File: src/rtl/sweep_ctrl.sv
// Frequency-sweep sequencer that steps a control word from start to stop, holding each word for a programmable dwell.
// Optional macro SWEEP_BIDIR_EN adds a descending leg back to the start word before completion.
`timescale 1ns/1ps
module sweep_ctrl #(
    parameter int DWELL_W = 16
) (
    input  logic               clk,
    input  logic               rst,
    input  logic               cfg_valid,
    output logic               cfg_ready,
    input  logic [31:0]        cfg_start,
    input  logic [31:0]        cfg_stop,
    input  logic [31:0]        cfg_step,
    input  logic [DWELL_W-1:0] cfg_dwell,
    input  logic               go,
    input  logic               abort,
    output logic [31:0]        ctrl,
    output logic               gen_rst,
    output logic               busy,
    output logic               done
);

`ifdef SWEEP_BIDIR_EN
    typedef enum logic [2:0] {IDLE, LOADED, RUN_UP, RUN_DN, FIN} state_t;
`else
    typedef enum logic [2:0] {IDLE, LOADED, RUN_UP, FIN} state_t;
`endif

    state_t               state, state_next;
    logic [31:0]          start_r, stop_r, step_r;
    logic [DWELL_W-1:0]   dwell_r;
    logic [DWELL_W-1:0]   cnt, cnt_next;
    logic [31:0]          ctrl_next;
    logic                 gen_rst_next;
    logic                 load;

    // Upward step is formed in 33 bits so a large step clamps to stop instead of wrapping.
    logic [32:0]          up_sum;
    logic [31:0]          up_word;
    logic                 up_end;

    assign up_sum  = {1'b0, ctrl} + {1'b0, step_r};
    assign up_word = (up_sum > {1'b0, stop_r}) ? stop_r : up_sum[31:0];
    assign up_end  = (ctrl >= stop_r) || (step_r == '0);

`ifdef SWEEP_BIDIR_EN
    logic [32:0]          dn_diff;
    logic [31:0]          dn_word;
    logic                 dn_end;
    logic                 dn_skip;

    assign dn_diff = {1'b0, ctrl} - {1'b0, step_r};
    assign dn_word = (dn_diff[32] || (dn_diff[31:0] < start_r)) ? start_r : dn_diff[31:0];
    assign dn_end  = (ctrl <= start_r);
    assign dn_skip = (step_r == '0) || (start_r >= stop_r);
`endif

    always_comb begin
        state_next   = state;
        ctrl_next    = '0;
        cnt_next     = cnt;
        gen_rst_next = 1'b0;
        load         = 1'b0;
        case (state)
            IDLE: begin
                if (cfg_valid) begin
                    load       = 1'b1;
                    state_next = LOADED;
                end
            end
            LOADED: begin
                if (cfg_valid) begin
                    load = 1'b1;
                end else if (go) begin
                    state_next   = RUN_UP;
                    ctrl_next    = start_r;
                    cnt_next     = dwell_r;
                    gen_rst_next = 1'b1;
                end
            end
            RUN_UP: begin
                ctrl_next = ctrl;
                if (abort) begin
                    state_next = LOADED;
                    ctrl_next  = '0;
                end else if (cnt != '0) begin
                    cnt_next = cnt - DWELL_W'(1);
                end else if (up_end) begin
`ifdef SWEEP_BIDIR_EN
                    if (dn_skip) begin
                        state_next = FIN;
                        ctrl_next  = '0;
                    end else begin
                        state_next = RUN_DN;
                        ctrl_next  = dn_word;
                        cnt_next   = dwell_r;
                    end
`else
                    state_next = FIN;
                    ctrl_next  = '0;
`endif
                end else begin
                    ctrl_next = up_word;
                    cnt_next  = dwell_r;
                end
            end
`ifdef SWEEP_BIDIR_EN
            RUN_DN: begin
                ctrl_next = ctrl;
                if (abort) begin
                    state_next = LOADED;
                    ctrl_next  = '0;
                end else if (cnt != '0) begin
                    cnt_next = cnt - DWELL_W'(1);
                end else if (dn_end) begin
                    state_next = FIN;
                    ctrl_next  = '0;
                end else begin
                    ctrl_next = dn_word;
                    cnt_next  = dwell_r;
                end
            end
`endif
            FIN: begin
                state_next = LOADED;
            end
            default: begin
                state_next = IDLE;
            end
        endcase
    end

    always_ff @(posedge clk) begin
        if (rst) begin
            state   <= IDLE;
            ctrl    <= '0;
            gen_rst <= 1'b0;
            cnt     <= '0;
            start_r <= '0;
            stop_r  <= '0;
            step_r  <= '0;
            dwell_r <= '0;
        end else begin
            state   <= state_next;
            ctrl    <= ctrl_next;
            gen_rst <= gen_rst_next;
            cnt     <= cnt_next;
            if (load) begin
                start_r <= cfg_start;
                stop_r  <= cfg_stop;
                step_r  <= cfg_step;
                dwell_r <= cfg_dwell;
            end
        end
    end

    assign cfg_ready = (state == IDLE) || (state == LOADED);
`ifdef SWEEP_BIDIR_EN
    assign busy      = (state == RUN_UP) || (state == RUN_DN);
`else
    assign busy      = (state == RUN_UP);
`endif
    assign done      = (state == FIN);

endmodule

File: config.mk
export PLATFORM = sky130hd
export DESIGN_NAME = sweep_ctrl
export DESIGN_NICKNAME = d
export VERILOG_FILES = /design/src/rtl/sweep_ctrl.sv
export SDC_FILE = /design/constraint.sdc
export NUM_CORES = 1
export LEC_CHECK = 0
export CORE_MARGIN = 5
export CORE_UTILIZATION = 40
export DETAILED_ROUTE_END_ITERATION = 6
export GPL_ROUTABILITY_DRIVEN = 0
export MAX_ROUTING_LAYER = met4
export PLACE_DENSITY_LB_ADDON = 0.3
export SETUP_SLACK_MARGIN = 0.3
export SYNTH_ARGS = -nofsm -noshare
export SYNTH_HDL_FRONTEND = slang
export SYNTH_SLANG_ARGS = --single-unit
File: constraint.sdc
create_clock -name clk -period 6 [get_ports clk]
set_input_delay 0.9 -clock clk [delete_from_list [all_inputs] [get_ports clk]]
set_output_delay 0.9 -clock clk [all_outputs]
set_load 0.01 [all_outputs]
==> out/qor.csv <==
metric,value,unit
totalPowerFinal,4.62,mW
synth_ff_type,dfxtp_1,
synth_area,0.0103,sq mm
cts_sinks,163,
worstSetupPathType,flop to flop,
internal_power,2.73,mW
ctsHoldBuffers,0,
coreArea,0.0253,sq mm
peakVddDrop,0.000222,V
overflow,0,
crit_end,ctrl[17],
clock.fmax,0.191,GHz
fp.dieH,170,microns
clock-skew-final,11.1,ps
pwr-share-clk,27.2,%
post_cts_buffers,0,
combinationalPowerShare,42.1,%
leakagePower,5.00,nW
yosys.area_share.simple,23.1,%
finalNonFillerCells,1767,
io_buffers,152,
synthAdderAreaFrac,12.7,%
drive_gt1_share,5.22,%
worstReg2RegEnd,ctrl[17],
final_util,50.0,%
grt_antenna_before_repair,0,
final_area,0.0126,sq mm
r2r-start,ctrl[0],
power_frac_seq,30.7,%
hold_viol,0,
synthXorXnorAreaFrac,2.13,%
vias,9957,
drc,0,
power.switching,1.89,mW
dp_cells,1736,
syn_area_per_cell,7.76,sq um
slew_viol_final,0,
die_w,170,microns
dieArea,0.0290,sq mm
yosys_warnings,0,
startpoint,ctrl[0],
p_sw_share,40.9,%
post-synth-top-area-fraction,31.8,%
required,6370,ps
grtUsageTotal,22.1,%
cts-root-buf,clkbuf_16,
path_max_fanout,7,
cts_tree,built,
async_flop_share,0,%
worst_pin_slew,1030,ps
synth_top_family_by_area,compound AO/OA/AOI/OAI gates,
firstDrtPassIters,5,
cts_max_path_buffers,2,
setup_tns,0,ps
hold_depth,2,
grt_pass1_vias,9587,
wirelength,31600,microns
synthTopCellsByArea,"dfxtp_1, ha_1, nand2_1, a21oi_1, o21ai_0",
ys_seq_area_share,31.8,%
synth_cell_types,67,
hold_class,flop to flop,
muxShareOfSynthArea,0.390,%
timing.final.crit_share,87.3,%
ys_seq_elements,163,
r2r_cells,18,
placed_cell_area,0.0120,sq mm
synth_edf_count,0,
yosys.area.top_type,dfxtp_1,
antenna_cells,0,
cellPowerDensity,366,mW/mm^2
num_rows,58,
rsz0062_at_grt,false,
crit_path_start_kind,flop,
cts.reportedPaths.clkPinSlew,70,ps
detail_route.wl_per_cell,17.9,microns
synthCells,1324,
nets,1646,
status,finished clean,
ant_nets,0,
start_util,40.7,%
htreeDepth,4,
end_kind,flop,
syn_to_final_growth,22.9,%
clk_latency,430,ps
viasPerCell,5.63,
ios,153,
drtIter0Drc,709,
rrSetupSlack,760,ps
fin_crit,5240,ps
place_hpwl,23600,microns
setup_violations,0,
grt_pass1_wl,50200,microns
cts_buffers,17,
cap_violations,0,
cp.arrival,5610,ps
grt_max_degree,70,
synth-compound-area-share,24.5,%
syn-num-nets,1545,
slew_headroom,31.2,%
## metal layers
| layer | GRT usage [%] | share of wire, % | up-vias | wire, microns |
|---|---|---|---|---|
| li1 | - | - | 4927 | - |
| met1 | 28.2 | 45 | 4675 | 14100 |
| met2 | 36.0 | 47 | 297 | 15000 |
| met3 | 3.72 | 5.5 | 58 | 1730 |
| met4 | 6.60 | 2.5 | 0 | 802 |
| met5 | - | 0 | - | 0 |
## logic make-up (layout without fill, tap and decap cells)
kind of cell | count (synthesis) | count (layout)
fa+ha+maj | 104 | 104
xor+xnor | 25 | 25
flops | 163 | 163
compound gates | 382 | 382
buf+inv | 135 | 248
simple gates | 511 | 511
mux | 4 | 4
## flip-flops by register name, summed over array words and instances, names as in the netlist
register	count
dwell_r	16
start_r	32
gen_rst	1
state	2
step_r	32
ctrl	32
stop_r	32
cnt	16
## worst min path at each step
stage                        endpoint        start
final                       stop_r[6]    stop_r[6]
after floorplan           dwell_r[11]  dwell_r[11]
after CTS                  stop_r[12]   stop_r[12]
after global placement     stop_r[24]   stop_r[24]
after detailed placement   stop_r[23]   stop_r[23]
after global routing       stop_r[11]   stop_r[11]
## what timing repair did
item	CTS	global route
endpoints found under the setup margin	0	2
endpoints found under the hold margin	0	0
gates resized for setup	0	1
## per-stage QoR
step	setup slack (ps)	hold slack, ps
floorplan	1550	433
detailed placement	838	448
global placement	1070	444
global route	350	473
finish	762	455
CTS	773	457
## cell usage after synthesis, types with 3 or more instances
master      n
o311ai_0    4
dfxtp_1   163
o41ai_1     4
o211ai_1    4
xor2_1      8
inv_1      56
o31ai_1     5
nor3b_1    23
xnor2_1    17
o21a_1      5
a31oi_1    30
nand3b_1    3
nand4_1    16
o21ai_0    56
nor2b_1     9
and2_1      7
and4_1      3
nor3_1     23
nor2_1     57
buf_2      12
mux2i_1     4
nand2b_1   14
a21o_1     22
nand2_1   274
buf_1       4
or2_2       4
a21oi_1   184
ha_1      103
a211oi_1   14
o311ai_2   15
nand3_1    49
o311ai_4    5
nor4_1     15
a211o_1     3
o21bai_1    4
buf_6       3
clkbuf_1   60
a221o_1     7
## cells in the final DEF, fill, tap and decap left out, types with 15 or more instances in the layout
master           netlist  layout
nand2_1              274     273
a21oi_1              184     184
dfxtp_1              163     163
clkdlybuf4s50_1        0     151
o311ai_2              15      15
nand4_1               16      16
nor3b_1               23      23
inv_1                 56      56
clkbuf_16              0      17
nor3_1                23      23
o21ai_0               56      56
ha_1                 103     103
a21o_1                22      22
a31oi_1               30      30
xnor2_1               17      17
nand3_1               49      49
nor2_1                57      57
nor4_1                15      15
## power by group through the flow
stage	Sequential, mW	Combinational, mW	Clock [mW]
final	1.42	1.95	1.26
after global routing	1.43	2.17	1.32
after CTS	1.41	1.93	1.27
after detailed placement	1.44	1.91	0
after global placement	1.43	1.89	0
after floorplan	1.38	1.42	0
## worst max-delay path, stage by stage, from the launching register on
cell and delay [ps]:
dfxtp_1 370, ha_1 190, inv_1 50, fa_1 390, nor2b_1 190, o21bai_1 120, a31oi_1 430, a21oi_1 250
o21ai_0 320, xor2_1 270, ha_1 290, and2_1 190, a221o_1 350, a221oi_1 330, nand4_1 130, nand3_1 90
nor4b_4 400, nor2b_1 580, a221o_1 240
## cell type report
cell class / instances / area [sq um]
sequential: 163 / 3260
tap: 330 / 413
clock buffer: 19 / 433
fill: 2455 / 12600
multi-input combinational: 1026 / 6490
clock inverter: 12 / 229
inverter: 56 / 210
timing repair buffer: 161 / 1590
Power figures use the tool's default switching activity.
==> variant 1: new RTL, same settings <==
`DWELL_W`: 16 -> 12.
--- a/src/rtl/sweep_ctrl.sv
+++ b/src/rtl/sweep_ctrl.sv
@@ -2,7 +2,7 @@
 // Optional macro SWEEP_BIDIR_EN adds a descending leg back to the start word before completion.
 `timescale 1ns/1ps
 module sweep_ctrl #(
-    parameter int DWELL_W = 16
+    parameter int DWELL_W = 12
 ) (
     input  logic               clk,
     input  logic               rst,
Interface: changed (resized cfg_dwell); port bits go from 153 to 149. No check against the original RTL was run, so the function may have changed too.
==> variant 1 against the original RTL <==
Die area shrank 6.6%. Global-route usage shrank 1.8 points. Wire length shrank 15%. Clock power shrank 8%. Area after synthesis shrank 7.0%. Power shrank 7.6%. Via count shrank 11%. Worst hold slack is essentially flat. Sequential cell count shrank 8. Setup slack gained 0.41 ns. Critical endpoint is now ctrl[27]. Cell area shrank 6.3%. Sequential share of layout area grew 0.37 points. Clock skew shrank 0.0016 ns.
==> variant 1: results (changes against the original RTL) <==
Setup path
  – R2R Setup Slk: 1.17 ns (+0.41 ns)
  – Maximum fanout along the worst path: 19 (+12)
  – CP Data Arrival Time: 5.20 ns (-0.41 ns)
  – Reg2reg path depth: 20 (+2)
  – Reg2reg start: ctrl[0]
  – Reg-to-Reg End: ctrl[27]

GRT
  – GR Util met2: 0.335 (-0.0252)
  – Grt met3 use: 0.0407 (+0.00351)
  – Met1 usage: 0.256 (-0.0257)
  – First-pass GRT wire length: 43100 um (-14%)
  – Vias in the first global route: 8490 (-11%)
  – Gr usage total: 0.203 (-0.0181)
  – Largest net degree at the start of global routing: 109 (+56%)

Detailed routing
  – First DRT Iteration DRCs: 571 (-19%)
  – Via-per-instance ratio: 5.34 (-5.2%)
  – Met2 wire length: 12600 um (-15%)
  – Highest routed metal layer: met4
  – Routed met1 length: 12500 um (-11%)
  – WL met3: 1240 um (-28%)
  – Post-Route WL: 26700 um (-15%)

Clocking
  – PostCTS Resize Cnt: 0 (unchanged)
  – Worst skew pair latency: 0.44 ns
  – H-tree depth: 4 (unchanged)
  – Post-CTS Repair Setup Buffers: 0 (unchanged)
  – Num CTS Buffers: 17 (unchanged)

Yosys
  – Post-Synth XOR/XNOR Area: 0.0257 (+0.00435)
  – Synthesis Warnings: 0 (unchanged)
  – Synth cell count leaders: 248 x nand2_1, 171 x a21oi_1, 155 x dfxtp_1, 103 x ha_1, 53 x inv_1
  – Compound-Gate Fraction of Synth Area: 0.216 (-0.0297)
  – Top post-synthesis cells by area: dfxtp_1 32%, ha_1 13%, nand2_1 9.7%
  – Seq/Total Area, Yosys: 0.325 (+0.00703)
  – Asr flop ratio synth: 0 (unchanged)
  – Mapped Nets: 1440 (-6.8%)
  – Post-Synth Adder-Cell Area: 0.137 (+0.00954)
  – Mux contribution to synthesized area: 0.0325 (+0.0286)
  – EDFF count, synth: 0 (unchanged)
  – Distinct cells, synth: 64 (-4.5%)

Worst hold path
  – Hold path start: dwell_r[4]
  – Worst hold path endpoint: dwell_r[4]

Power
  – Sw frac: 0.390 (-0.0185)
  – Leak pwr: 4.81 nW (-3.8%)
  – VDD IR max: 0.311 mV (+40%)
  – Sequential Power Share: 0.315 (+0.008)
  – Seq pwr: 1.34 mW (-6%)

Placed design
  – Detailed Place HPWL: 20100 um (-15%)
  – Buffers added on ports: 148 (-2.6%)

STA
  – Clock skew: 0.00949 ns (-0.00158 ns)
  – Slew headroom: 0.243 (-0.0689)

Finish
  – Layout cells sized above 1: 0.0387 (-0.0135)
  – Filler cells: 2284 (-7.0%)
  – # nets final: 1549 (-5.9%)

Status
  – Outcome: finished clean
## variant 1: worst max path at each step
stage | to | slack (ns) | cells past startpoint
6_report | ctrl[27] | 1.17 | 20
5_1_grt | ctrl[27] | 0.81 | 20
4_1_cts | ctrl[27] | 1.21 | 20
3_5_place_dp | ctrl[27] | 1.23 | 20
3_3_place_gp | ctrl[31] | 1.39 | 21
2_1_floorplan | ctrl[31] | 1.69 | 21
## variant 1: cell type report
class	count	area share
clock inverters	13	0.0162
clock buffers	19	0.0366
multi-input cells	950	0.505
well taps	319	0.0337
repair buffers	155	0.129
flip-flops and latches	155	0.262
inverters	53	0.0168
## variant 1: critical path, stage by stage (launching register included)
cell and delay [ns]:
dfxtp_1 0.36, ha_1 0.17, inv_1 0.06, fa_1 0.41, nor2b_1 0.17, o31a_1 0.17
o21ai_1 0.11, o221ai_1 0.48, a311oi_1 0.23, o21ai_1 0.27, xor2_1 0.12, ha_1 0.31
nand4_1 0.13, or2_2 0.33, nor2_1 0.15, o211ai_1 0.11, a21oi_1 0.14, nand4b_1 0.14
buf_4 0.33, or3b_2 0.48, o211ai_1 0.08
## variant 1: stage by stage
step	worst slack, ns	hold WS, ns	cells	cell area [sq um]
floorplan	1.69	0.436	1223	9560
global placement	1.39	0.443	1632	11200
detailed placement	1.23	0.450	1632	11200
CTS	1.21	0.459	1664	11800
global route	0.812	0.472	1664	11800
finish	1.17	0.455	1664	11800
## variant 1: cells by family (layout without fill, tap and decap cells)
family,after synthesis,count (layout)
adders and majority gates,104,104
buffers and inverters,118,240
xor gates and xnor gates,28,28
AOI/OAI and AO/OA,351,351
DFF,155,155
muxes,31,31
and+or+nand+nor,436,436
==> variant 2: new RTL, same flow settings <==
Without the edit above. Encoding of `state_t`: now Gray code (2 bits for 4 states).
--- a/src/rtl/sweep_ctrl.sv
+++ b/src/rtl/sweep_ctrl.sv
@@ -23,7 +23,7 @@
 `ifdef SWEEP_BIDIR_EN
     typedef enum logic [2:0] {IDLE, LOADED, RUN_UP, RUN_DN, FIN} state_t;
 `else
-    typedef enum logic [2:0] {IDLE, LOADED, RUN_UP, FIN} state_t;
+    typedef enum logic [1:0] {IDLE = 2'b00, LOADED = 2'b01, RUN_UP = 2'b11, FIN = 2'b10} state_t;
 `endif
 
     state_t               state, state_next;
Check against the original RTL: same outputs for any inputs over 4 cycles, from zero or initial values and one cycle with rst high; so few cycles prove little.
==> variant 2 against the original RTL <==
Setup slack lost 0.029 ns. Wire length fell by 6.3%. Sequential cell count stayed put. Die area shrank 3.6%. Area after synthesis is 3.8% lower. Cell area decreased by 3.4%.
Power is not compared: it rests on default switching activity, and its combinational part moved more than twofold at a synthesized area within 25%.
==> variant 2: results (changes against the original RTL) <==
STA
  – Clock skew: 0.0121 ns (+0.00106 ns)
  – Slew headroom: 0.334 (+0.0217)

Yosys
  – Top_reg_cell synth: dfxtp_1
  – Mux contribution to synthesized area: 0.0224 (+0.0185)
  – Mapped Nets: 1472 (-4.7%)
  – Post-Synth XOR/XNOR Area: 0.0213 (-0.0000469)
  – Synth cell count leaders: 267 x nand2_1, 173 x a21oi_1, 163 x dfxtp_1, 98 x ha_1
  – Seq/Total Area, Yosys: 0.330 (+0.0125)
  – Compound-Gate Fraction of Synth Area: 0.250 (+0.00447)
  – Distinct cells, synth: 82 (+22%)
  – Post-Synth Adder-Cell Area: 0.126 (-0.00131)
  – Top post-synthesis cells by area: dfxtp_1 33%, ha_1 12%, nand2_1 10%
  – Number of standard cells after synthesis: 1256 (-5.1%)

Status
  – Outcome: finished clean

GRT
  – Vias in the first global route: 9149 (-4.6%)
  – First-pass GRT wire length: 47600 um (-5.3%)
  – Largest net degree at the start of global routing: 81 (+16%)
  – Gr usage total: 0.211 (-0.00994)
  – Initial antenna violation count: 0 (unchanged)

Setup path
  – CP max-delay cell: fa_1
  – Critical path's top delay family: compound AO/OA/AOI/OAI gates
  – CP Data Arrival Time: 5.65 ns (+0.04 ns)
  – Max incr delay on CP: 0.41 ns (-0.17 ns)
  – Maximum fanout along the worst path: 23 (+16)

Placed design
  – Detailed Place HPWL: 22000 um (-6.7%)
  – DP Cell Count: 1674 (-3.6%)
  – Post-DP Area: 11600 sq um (-3.1%)

Finish
  – Filler cells: 2354 (-4.1%)
  – # nets final: 1585 (-3.7%)
  – # diodes: 0 (unchanged)
  – Layout cells sized above 1: 0.0514 (-0.000817)

Detailed routing
  – WL/cell: 17.4 um (-2.9%)
  – First DRT Iteration DRCs: 705 (-0.56%)
  – Vias post-DR: 9355 (-6.0%)
  – Via-per-instance ratio: 5.48 (-2.7%)

Power
  – Leak pwr: 4.95 nW

Clocking
  – PostCTS Resize Cnt: 0 (unchanged)
## variant 2: changes by cell type after synthesis, moves of 15 or more
cell	unedited run	this run
nor3b_1	23	1
o311ai_2	15	0
a31oi_1	30	10
nand3_1	49	16
a22oi_1	1	31
o21ai_1	0	23
mux2i_1	4	21
## variant 2: worst register-to-register path: cells and delay by family, from the launching register on
family / cells / cell delay [ns]
simple gates: 3 / 0.66
buf+inv: 3 / 0.48
compound gates: 12 / 2.65
fa+ha+maj: 3 / 0.90
xor+xnor: 1 / 0.17
flops: 1 / 0.37
## variant 2: cells by family after synthesis
family / count (synthesis)
compound gates: 392
simple gates: 429
xor+xnor: 24
mux: 22
fa+ha+maj: 99
buf+inv: 127
flops: 163
## variant 2: final timing paths
check                           startpoint    endpoint  slack, ns  depth (start not counted)
worst max-delay path               ctrl[0]    ctrl[16]       0.73                         22
worst min-delay path            start_r[3]  start_r[3]       0.46                          2
worst max register to register     ctrl[0]    ctrl[16]       0.73                         22
worst min register to register  start_r[3]  start_r[3]       0.46                          2
## variant 2: final cells by class
| class | instances | area, sq um | share of cell area |
|---|---|---|---|
| Multi-Input combinational cell | 966 | 6100 | 0.500 |
| Sequential cell | 163 | 3260 | 0.267 |
| Timing Repair Buffer | 160 | 1590 | 0.130 |
| Clock buffer | 17 | 425 | 0.0349 |
| Tap cell | 324 | 405 | 0.0332 |
| Inverter | 61 | 229 | 0.0188 |
| Clock inverter | 15 | 185 | 0.0152 |
## variant 2: metal layers
metal / part of all wire / global-route usage / up-vias / wire [um]
li1: - / - / 4701 / -
met4: 0.024 / 0.0709 / 0 / 723
met5: 0 / - / - / 0
met1: 0.47 / 0.278 / 4327 / 13900
met3: 0.057 / 0.0391 / 59 / 1690
met2: 0.45 / 0.327 / 268 / 13300
## variant 2: through the flow
| step | hold slack, ns | setup WS, ns |
|---|---|---|
| after floorplan | 0.433 | 1.19 |
| after global placement | 0.445 | 0.716 |
| after detailed placement | 0.450 | 0.537 |
| after CTS | 0.460 | 0.510 |
| after global routing | 0.472 | 0.375 |
| final | 0.456 | 0.733 |
## variant 2: power by group through the flow
stage | Combinational (mW) | Clock, mW | Sequential [mW]
finish | 0.472 | 1.15 | 1.17
floorplan | 0.318 | 0 | 1.18
global route | 0.521 | 1.21 | 1.18
detailed placement | 0.467 | 0 | 1.20
global placement | 0.460 | 0 | 1.20
CTS | 0.472 | 1.17 | 1.17
